$ cat src/rtl/block_ram_bist_master.sv
// March C- BIST master for a single-port block RAM (backgrounds all-zeros / all-ones).
// Optional macro BIST_STOP_ON_FAIL_EN: end the test at the first mismatch.
module block_ram_bist_master #(
    parameter int ADDR_WIDTH = 8,
    parameter int DATA_WIDTH = 8
) (
    input  logic                  CLK,
    input  logic                  RESET,
    input  logic                  START,
    output logic                  READ,
    output logic                  WRITE,
    output logic [ADDR_WIDTH-1:0] ADDR,
    output logic [DATA_WIDTH-1:0] DATAI,
    input  logic [DATA_WIDTH-1:0] DATAO,
    output logic                  BUSY,
    output logic                  DONE,
    output logic                  FAIL,
    output logic [ADDR_WIDTH-1:0] FAIL_ADDR,
    output logic [DATA_WIDTH-1:0] FAIL_DATA
);

    typedef enum logic [2:0] {IDLE, WR, RD, CMP, FIN} state_t;

    localparam logic [ADDR_WIDTH-1:0] ADDR_ONE = ADDR_WIDTH'(1);

    state_t                  state;
    logic [2:0]              elem;
    logic                    down;
    logic                    next_down;
    logic                    last_addr;
    logic [ADDR_WIDTH-1:0]   next_addr;
    logic [DATA_WIDTH-1:0]   exp_data;
    logic [DATA_WIDTH-1:0]   wr_data;
    logic                    mismatch;
    logic                    stop_now;
    logic                    finish;

    // Element 0..5 selects direction, expected read data and write data.
    always_comb begin
        down      = (elem == 3'd3) || (elem == 3'd4);
        next_down = (elem == 3'd2) || (elem == 3'd3);
        last_addr = down ? (ADDR == '0) : (ADDR == '1);
        next_addr = down ? (ADDR - ADDR_ONE) : (ADDR + ADDR_ONE);
        exp_data  = ((elem == 3'd2) || (elem == 3'd4)) ? '1 : '0;
        wr_data   = ((elem == 3'd1) || (elem == 3'd3)) ? '1 : '0;
        mismatch  = (DATAO != exp_data);
`ifdef BIST_STOP_ON_FAIL_EN
        stop_now  = mismatch;
`else
        stop_now  = 1'b0;
`endif
        finish    = stop_now || ((elem == 3'd5) && last_addr);
    end

    always_ff @(posedge CLK) begin
        if (RESET) begin
            state     <= IDLE;
            elem      <= '0;
            READ      <= 1'b0;
            WRITE     <= 1'b0;
            ADDR      <= '0;
            DATAI     <= '0;
            BUSY      <= 1'b0;
            DONE      <= 1'b0;
            FAIL      <= 1'b0;
            FAIL_ADDR <= '0;
            FAIL_DATA <= '0;
        end else begin
            case (state)
                IDLE: begin
                    READ  <= 1'b0;
                    WRITE <= 1'b0;
                    ADDR  <= '0;
                    DATAI <= '0;
                    if (START) begin
                        state     <= WR;
                        elem      <= '0;
                        WRITE     <= 1'b1;
                        BUSY      <= 1'b1;
                        DONE      <= 1'b0;
                        FAIL      <= 1'b0;
                        FAIL_ADDR <= '0;
                        FAIL_DATA <= '0;
                    end
                end
                WR: begin
                    WRITE <= 1'b0;
                    if (last_addr) begin
                        // Every element after M0 begins with a read.
                        elem  <= elem + 3'd1;
                        ADDR  <= next_down ? '1 : '0;
                        state <= RD;
                        READ  <= 1'b1;
                    end else begin
                        ADDR <= next_addr;
                        if (elem == 3'd0) begin
                            state <= WR;
                            WRITE <= 1'b1;
                        end else begin
                            state <= RD;
                            READ  <= 1'b1;
                        end
                    end
                end
                RD: begin
                    READ  <= 1'b0;
                    state <= CMP;
                end
                CMP: begin
                    if (mismatch) begin
                        FAIL <= 1'b1;
                        if (!FAIL) begin
                            FAIL_ADDR <= ADDR;
                            FAIL_DATA <= DATAO;
                        end
                    end
                    if (finish) begin
                        state <= FIN;
                        BUSY  <= 1'b0;
                        DONE  <= 1'b1;
                        ADDR  <= '0;
                        DATAI <= '0;
                    end else if (elem == 3'd5) begin
                        ADDR  <= next_addr;
                        state <= RD;
                        READ  <= 1'b1;
                    end else begin
                        state <= WR;
                        WRITE <= 1'b1;
                        DATAI <= wr_data;
                    end
                end
                FIN: begin
                    state <= IDLE;
                end
                default: begin
                    state <= IDLE;
                end
            endcase
        end
    end

endmodule

$ cat config.mk
export PLATFORM = sky130hd
export DESIGN_NAME = block_ram_bist_master
export DESIGN_NICKNAME = d
export VERILOG_FILES = /design/src/rtl/block_ram_bist_master.sv
export SDC_FILE = /design/constraint.sdc
export NUM_CORES = 1
export LEC_CHECK = 0
export CORE_MARGIN = 5
export CORE_UTILIZATION = 25
export CTS_BUF_LIST = sky130_fd_sc_hd__clkbuf_16
export CTS_CLUSTER_SIZE = 14
export DETAILED_ROUTE_END_ITERATION = 10
export PLACE_DENSITY_LB_ADDON = 0.2
export SYNTH_ARGS = -nofsm -noshare
export SYNTH_HDL_FRONTEND = slang
export SYNTH_SLANG_ARGS = --single-unit
$ cat constraint.sdc
create_clock -name CLK -period 3.15 [get_ports CLK]
set_input_delay 0.315 -clock CLK [delete_from_list [all_inputs] [get_ports CLK]]
set_output_delay 0.315 -clock CLK [all_outputs]
set_load 0.01 [all_outputs]
After elaboration in Yosys (flattened, before gate mapping)
Index checks and enable logic that the tools add are counted.
W data, S select, Z words.

storage, ports and cells
  register bits after elaboration = 43
  latch bits = 0
  memory bits (writable) = 0
  bits in read-only memories = 0
  input bits = 11
  output and inout bits = 37
  word-level logic and storage cells = 103
  memories kept = 0

cells by class
  add/sub/neg operators = 3
  multipliers = 0
  div/mod/pow operators = 0
  $lt $le $gt $ge = 0
  equality and inequality tests = 21
  shift operators = 0
  mux-type cells = 47
  bitwise gates (word level) = 0
  reduce and logical (&&, ||, !) cells = 21

operators by type and width
  operator               count
  $mux W8                14
  $pmux W8 S2            3
  $pmux W8 S3            1
  $ne A2 B2 Y1 const B   8
  $mux W1                15
  $eq A3 B2 Y1 const B   4
  $mux W3                4
  $pmux W3 S4            1
  $reduce_and A3 Y1      4
  $ne A3 B3 Y1 const B   3
  $add A8 B1 Y8 const B  1
  $eq A8 B8 Y1 const B   1
  $logic_not A8 Y1       1
  $ne A8 B8 Y1           1
  $reduce_and A4 Y1      2
  $sub A8 B1 Y8 const B  1
  $eq A3 B1 Y1 const B   2
  $eq A3 B3 Y1 const B   2
  $logic_not A3 Y1       2
  $mux W2                3
  $pmux W1 S2            3
  $pmux W1 S3            2
  $pmux W3 S2            1
  $reduce_bool A3 Y1     2
  6 further kinds        11

Longest topological paths before layout
Gate-level depths: netlist (run 1).

  depth in word-level cells = 6
  gate-level depth with buffers = 10
  gate-level depth less buffers = 10

Worst setup path before layout (run 1)
No wires, ideal clock.

  path type = register to register
  start point = register elem[1]
  end point = register ADDR[5]
  library setup time = 71 ps
  arrival time = 2180 ps
  data required time = 3079 ps
  setup slack = 899 ps
  cell stages (with the launch flop) = 10
  buffers on the path = 0
  period minus slack after synthesis = 2251 ps
  cell sequence = dfxtp_1 > inv_1 > ha_1 > mux2_4 > ha_1 > nor2b_1 > or3b_2 > nand3_1 > o21ai_1 > a21oi_1

between the ends
  longest elaborated chain between the ends = 6
  elaborated cells on any way between the ends = 16
  those cells by class = eq/ne: 5; mux: 7; reduce/logical: 4

ends and longest elaborated chain
  item                                              line     source
  start, declared                                   27       logic [2:0] elem;
  start signal, assigned                            90       elem <= elem + 3'd1;
  $eq A3 B2 Y1 or $eq A3 B3 Y1 (tied branches)      40, 41
  $logic_or A1 B1 Y1                                40       down = (elem == 3'd3) || (elem == 3'd4);
  $mux W8 or $mux W1 (tied branches)                43, 42
  $mux W8 or $logic_and A1 B1 Y1 (tied branches)    123, 52
  $mux W8 or $ne A3 B3 Y1 (tied branches)           --
  $pmux W8 S3 or $reduce_and A2 Y1 (tied branches)  --
  end signal, assigned                              91       ADDR <= next_down ? '1 : '0;
  end signal, assigned                              95       ADDR <= next_addr;
  end signal, assigned                              124      ADDR <= next_addr;
  end, declared                                     12       output logic [ADDR_WIDTH-1:0] ADDR,

Several ways; a longest one is shown, not always the timed one. The select of a mux whose other input is x is not followed.
A chain may end at the register's enable or synchronous reset.

Final worst setup path (run 1)
  start point = register elem[1]
  end point = register ADDR[7]

Same word-level chain as after synthesis.

==> summary.md, run 1 <==
| Metric | Value |
|---|---|
| Status | `completed` |
| Worst r2r path cells | `9` |
| DRT antenna net count | `0` |
| Largest family of logic cells by synthesized area | `compound AO/OA/AOI/OAI gates` |
| Clock Tree Buf Depth | `2` |
| Hold depth | `2` |
| HP Class | `reg2reg` |
| Max VDD drop | `213 uV` |
| Clock Tree Root | `clkbuf_16` |
| Commonest cells after routing, fill and taps aside | `clkdlybuf4s50_1 (47), dfxtp_1 (36), nand2_1 (19)` |
| Initial core utilization | `25.5%` |
| CP max stage delay | `430 ps` |
| Biggest area consumer among synthesized cells | `dfxtp_1` |
| Post-Synth Adder-Cell Area | `7.61%` |
| Clock sink count | `36` |
| Power per cell area | `382 mW/mm2` |
| Routed len/inst | `14.8 um` |
| Critical Path Start Type | `flip-flop` |
| Crit path max-delay cell type | `a211oi_1` |
| Final hold vios | `0` |
| First-pass GRT wire length | `9.24 mm` |
| Worst Setup End Kind | `flip-flop` |
| Die area | `0.0102 mm2` |
| Worst-margin pin slew | `869 ps` |
| Vias per cell | `4.94` |
| Static Leak | `0.987 nW` |
| Residual DRC | `0` |
| Clock Latency Late Sink | `280 ps` |
| Final WL | `5.71 mm` |
| Max Cap Viol | `0` |
| Post-synth top area share | `34.8%` |
| Htree depth | `2` |
| Tot GR Track Use | `11.3%` |
| #FFs+latches synth | `36` |
| CP Max Fanout | `10` |
| DRT Pass-1 Iters | `4` |
| Port Buffers | `47` |
| Period minus WS final | `2520 ps` |
| # diodes | `0` |
| Share of layout cells above drive strength 1 | `8.90%` |
| TritonCTS clock tree | `built` |
| Filler cells | `840` |
| Io pins | `48` |
| Final setup fails | `0` |
| Largest net degree at the start of global routing | `22` |
| Avg Cell Area, Syn | `8.63 um2` |
| CTS Buf Count | `5` |
| Hold_buf cts | `0` |
| Initial antenna violation count | `0` |
| Final GP Congestion | `0.804` |
| Core ar. | `0.00813 mm2` |
| Iteration-0 DRC Markers | `86` |
| Clk slew on worst S/H paths | `60 ps` |
| Die Ht | `101 um` |
| Clock skew | `5.36 ps` |
| Top_reg_cell synth | `dfxtp_1` |
| Post-DP HPWL | `4.21 mm` |
| Slew HR | `41.8%` |
| Fin area | `0.00273 mm2` |
| Simple-gate share of the synthesized area | `19.9%` |
| Post-synthesis compound-gate area fraction | `26.9%` |
| Setup bufs post-CTS | `0` |
| Synth-to-Final Area Change | `31.8%` |
| Sequential area share after synthesis | `34.8%` |
| RSZ-0062 raised after global routing | `false` |
| Via Count | `1907` |
| Critical path required time | `3310 ps` |
| Worst hold slack | `467 ps` |
| Asr flop ratio synth | `0%` |
| Crit-path leading delay family | `compound AO/OA/AOI/OAI gates` |
| Post-synth EDFFs | `0` |
| Critical path depth in cells | `9` |
| Total congestion overflow | `0` |
| Mux cell area share after synthesis | `1.21%` |
| Rows | `33` |
| Post-Syn Instances | `240` |
| Max Transition Viols Final | `0` |
| Crit-path cells | `inv_1, ha_1, mux2_4, ha_1, a211oi_1, o211ai_1, a21oi_1, xnor2_1, o22ai_1` |
| Vias in the first global route | `1812` |
| Post-CTS sizing | `0` |
| WP buf/inv | `1` |
| Commonest non-fill, non-tap cell in the layout | `clkdlybuf4s50_1` |
| Final setup TNS | `0 ps` |
| WS Path Type | `reg2reg` |
| Total Nets Final | `303` |
| Max Freq | `0.397 GHz` |
| Post-DP Area | `0.00259 mm2` |
| Synth area leaders | `dfxtp_1 (35%), ha_1 (6.6%), a22o_1 (5.9%), a21oi_1 (4.3%), buf_4 (3.6%)` |
| Crit share post-route | `80.1%` |
| Synth cell types | `56` |
| Syn nets | `263` |
| Crit path DAT | `2690 ps` |
| Post-synthesis cell area | `0.00207 mm2` |
| Die X-Extent | `101 um` |
| Yosys warns | `0` |
| Most frequent cell on the critical path | `ha_1` |
| XOR/XNOR share of the synthesized area | `2.11%` |
final cells by class:
cell class                      instances  area, um2  area share [%]
Inverter                               14       53.8            1.97
Tap cell                              105        131            4.81
Clock inverter                          3       18.8           0.687
Clock buffer                            5        125            4.58
Multi-Input combinational cell        174       1200            43.8
Sequential cell                        36        721            26.4
Timing Repair Buffer                   49        485            17.8
worst register-to-register path, delay by kind of cell (launching register included):
kind | cells | cell delay [ps]
AO/OA/AOI/OAI | 4 | 870
adder cells (fa/ha/maj) | 2 | 520
flip-flops | 1 | 400
multiplexers | 1 | 360
XOR/XNOR | 1 | 140
buffers and inverters | 1 | 100
logic make-up (layout without fill, tap and decap cells):
group / Yosys count / in the layout
compound gates: 81 / 81
simple gates: 74 / 74
flops: 36 / 36
buf+inv: 30 / 71
fa+ha+maj: 12 / 12
xor+xnor: 5 / 5
mux: 2 / 2
state kept, by name, indices dropped and copies added (netlist names):
name       count
ADDR           8
READ           1
FAIL_DATA      8
DONE           1
FAIL_ADDR      8
elem           3
FAIL           1
state          3
DATAI          1
BUSY           1
WRITE          1
synthesized netlist by cell type (2+ instances only):
cell type	n
dfxtp_1	36
nand2_1	19
a21oi_1	18
nor2_1	15
a22o_1	14
o21ai_0	14
inv_1	13
ha_1	11
buf_4	10
nor3_1	6
o21ai_1	5
a31oi_1	4
nand4_1	4
nor3b_1	4
o211ai_1	4
and3_1	3
buf_2	3
clkbuf_1	3
nand3_1	3
nor2b_1	3
xnor2_1	3
a211o_1	2
a211oi_1	2
nand2b_1	2
nor3_4	2
nor4_1	2
o22ai_1	2
o32ai_1	2
or2_2	2
or4_4	2
xor2_1	2
worst paths after layout:
kind                                             end  slack (ps)                 start
worst max-delay path            ADDR[7]$_SDFFE_PP0P_         630  elem[1]$_SDFFE_PP0P_
worst min-delay path              WRITE$_SDFFE_PP0P_         470    WRITE$_SDFFE_PP0P_
worst max register to register  ADDR[7]$_SDFFE_PP0P_         630  elem[1]$_SDFFE_PP0P_
worst min register to register    WRITE$_SDFFE_PP0P_         470    WRITE$_SDFFE_PP0P_
stage by stage:
step | worst slack (ps) | cells | total power [mW] | utilization, %
after detailed placement | 686 | 378 | 0.567 | 31.8
after global routing | 443 | 386 | 1.09 | 33.6
after CTS | 651 | 386 | 1.06 | 33.6
after global placement | 735 | 378 | 0.567 | 31.8
final | 628 | 386 | 1.04 | 33.6
after floorplan | 899 | 240 | 0.526 | -
routing by layer:
layer | share of wire (%) | wire [um] | track usage, % | vias to the layer above
li1 | - | - | - | 967
met1 | 48 | 2740 | 15.3 | 889
met2 | 45 | 2580 | 17.6 | 45
met3 | 5.4 | 310 | 2.63 | 6
met4 | 1.3 | 73 | 3.78 | 0
met5 | 0 | 0 | 0 | -
power by group:
| part | leakage, nW | switching, mW | internal [mW] |
|---|---|---|---|
| Clock | 0.0736 | 0.194 | 0.291 |
| Sequential | 0.291 | 0.00887 | 0.462 |
| Combinational | 0.622 | 0.0483 | 0.0378 |
| Total | 0.987 | 0.251 | 0.791 |
Power figures use the tool's default switching activity.
==> run 2, diff against run 1 <==
- clock period: 3.15 -> 2.3 ns (I/O delays scaled with it)
==> summary.md, run 2 (synthesis gave the netlist of run 1 again) <==
| Metric | Value |
|---|---|
| Final hold vios | `0 (unchanged)` |
| Clk slew on worst S/H paths | `60 ps (about the same)` |
| Worst Setup End Kind | `flip-flop (unchanged)` |
| Final GP Congestion | `0.816 (was 0.804)` |
| Crit-path leading delay family | `compound AO/OA/AOI/OAI gates (unchanged)` |
| Vias per cell | `4.87 (was 4.94)` |
| Die area | `0.0102 mm2 (unchanged)` |
| Critical path depth in cells | `10 (was 9)` |
| Io pins | `48 (unchanged)` |
| Synth-to-Final Area Change | `44.9% (was 31.8%)` |
| Post-DP HPWL | `4.39 mm (was 4.21 mm)` |
| Combinational group share of total power | `9.6% (was 8.3%)` |
| Htree depth | `2 (unchanged)` |
| Port Buffers | `47 (unchanged)` |
| Status | `completed (unchanged)` |
| Crit path max-delay cell type | `fa_2 (was a211oi_1)` |
| Residual DRC | `0 (unchanged)` |
| Die X-Extent | `101 um (unchanged)` |
| WS Path Type | `reg2reg (unchanged)` |
| Max VDD drop | `271 uV (was 213 uV)` |
| WP buf/inv | `2 (was 1)` |
| Worst r2r path cells | `10 (was 9)` |
| Clock Latency Late Sink | `280 ps (about the same)` |
| Psw | `0.334 mW (was 0.251 mW)` |
| Commonest non-fill, non-tap cell in the layout | `clkdlybuf4s50_1 (unchanged)` |
| Clock Tree Root | `clkbuf_16 (unchanged)` |
| Internal | `1.09 mW (was 0.791 mW)` |
| # diodes | `0 (unchanged)` |
| HP Class | `reg2reg (unchanged)` |
| Part of the power in registers | `45.1% (was 45.2%)` |
| Max Transition Viols Final | `0 (unchanged)` |
| Slew HR | `61.8% (was 41.8%)` |
| CP Max Fanout | `8 (was 10)` |
| Initial antenna violation count | `0 (unchanged)` |
| Biggest regs | `ADDR: 8 flops, FAIL_ADDR: 8 flops, FAIL_DATA: 8 flops (unchanged)` |
| Routed len/inst | `14.6 um (was 14.8 um)` |
| Share of layout cells above drive strength 1 | `19.5% (was 8.90%)` |
| Static Leak | `1.09 nW (was 0.987 nW)` |
| Period minus WS final | `2180 ps (was 2520 ps)` |
| First-pass GRT wire length | `9.36 mm (was 9.24 mm)` |
| Largest net degree at the start of global routing | `21 (was 22)` |
| Commonest cells after routing, fill and taps aside | `clkdlybuf4s50_1 (47), dfxtp_1 (34), buf_4 (22) (was clkdlybuf4s50_1 (47), dfxtp_1 (36), nand2_1 (19))` |
| Met2 Track Usage GR | `17.3% (was 17.6%)` |
| Max Cap Viol | `0 (unchanged)` |
| CTS Buf Count | `5 (unchanged)` |
| Final setup TNS | `0 ps (unchanged)` |
| Initial core utilization | `25.5% (unchanged)` |
| CP max stage delay | `370 ps (was 430 ps)` |
| Power per cell area | `474 mW/mm2 (was 382 mW/mm2)` |
| Max Freq | `0.459 GHz (was 0.397 GHz)` |
| Final WL | `5.93 mm (was 5.71 mm)` |
| DRT antenna net count | `0 (unchanged)` |
| Clock sink count | `36 (unchanged)` |
| Crit-path cells | `inv_2, ha_4, mux2_4, inv_4, fa_2, nand2b_4, a2111o_1, o211ai_1, o21ai_1, a21oi_1 (was inv_1, ha_1, mux2_4, ha_1, a211oi_1, o211ai_1, a21oi_1, xnor2_1, o22ai_1)` |
| Rows | `33 (unchanged)` |
| Clock Tree Buf Depth | `2 (unchanged)` |
| Met1 GRT Util | `15.8% (was 15.3%)` |
| Met3 Usage GRT | `2.63% (unchanged)` |
| Worst-margin pin slew | `566 ps (was 869 ps)` |
| Total congestion overflow | `0 (unchanged)` |
| Switch share | `23.5% (was 24.1%)` |
| Crit share post-route | `94.8% (was 80.1%)` |
| TritonCTS clock tree | `built (unchanged)` |
| Total Nets Final | `324 (was 303)` |
| Clock share of power | `45.3% (was 46.6%)` |
| Via Count | `1981 (was 1907)` |
| Core ar. | `0.00813 mm2 (unchanged)` |
| DRT Pass-1 Iters | `5 (was 4)` |
| Hold depth | `2 (unchanged)` |
| Critical path required time | `2510 ps (was 3310 ps)` |
| Crit path DAT | `2390 ps (was 2690 ps)` |
| Post-DP Area | `0.00274 mm2 (was 0.00259 mm2)` |
| Tot GR Track Use | `11.4% (was 11.3%)` |
| Vias in the first global route | `1873 (was 1812)` |
| Fin area | `0.00300 mm2 (was 0.00273 mm2)` |
| Die Ht | `101 um (unchanged)` |
| Critical Path Start Type | `flip-flop (unchanged)` |
| GR peak layer | `met2 (unchanged)` |
| Final setup fails | `0 (unchanged)` |
| Iteration-0 DRC Markers | `80 (was 86)` |
| Clock skew | `2.48 ps (was 5.36 ps)` |
## run 2: final timing paths
| kind | slack [ps] | endpoint | start |
|---|---|---|---|
| worst min register to register | 460 | WRITE$_SDFFE_PP0P_ | WRITE$_SDFFE_PP0P_ |
| worst min-delay path | 460 | WRITE$_SDFFE_PP0P_ | WRITE$_SDFFE_PP0P_ |
| worst max-delay path | 120 | ADDR[6]$_SDFFE_PP0P_ | elem[0]$_SDFFE_PP0P_ |
| worst max register to register | 120 | ADDR[6]$_SDFFE_PP0P_ | elem[0]$_SDFFE_PP0P_ |
## run 2: final cells by class
cell class | count | area, um2
Tap cell | 105 | 131
Timing Repair Buffer | 70 | 656
Clock buffer | 5 | 125
Clock inverter | 3 | 15.0
Inverter | 14 | 55.1
Fill cell | 828 | 5130
Multi-Input combinational cell | 174 | 1300
Sequential cell | 36 | 723
## run 2: layer usage
metal	routed length (um)	share of wire (%)	up-vias
li1	-	-	1006
met1	2980	50	936
met2	2660	45	33
met3	231	3.9	6
met4	56	0.94	0
met5	0	0	-
## run 2: power by group through the flow
| stage | registers, mW | clock network [mW] | logic, mW |
|---|---|---|---|
| floorplan | 0.655 | 0 | 0.0663 |
| global placement | 0.655 | 0 | 0.132 |
| detailed placement | 0.654 | 0 | 0.133 |
| CTS | 0.641 | 0.665 | 0.134 |
| global route | 0.643 | 0.689 | 0.150 |
| finish | 0.642 | 0.644 | 0.137 |
## run 2: tightest hold or removal path, delay by kind of cell, from the launching register on
family,cells,cell delay [ps]
flip-flops,1,310
AO/OA/AOI/OAI,1,60
AND/OR/NAND/NOR,1,50
## run 2: stage by stage
stage                     hold slack (ps)  worst slack (ps)  utilization (%)  cells  power (mW)
final                                 461               119             36.9    407        1.42
after global routing                  478             -7.56             36.9    407        1.48
after CTS                             465              21.2             35.5    405        1.44
after detailed placement              458             -55.1             33.7    397       0.787
after global placement                455              53.8             33.7    397       0.787
after floorplan                       355              49.4                -    240       0.721
## run 2: repair_timing
| item | CTS | global route |
|---|---|---|
| hold buffers | 0 | 0 |
| pin swaps | 0 | 7 |
| resized for setup | 1 | 20 |
| endpoints found under the hold margin | 0 | 0 |
| endpoints found under the setup margin | 1 | 4 |
| buffers inserted | 0 | 2 |
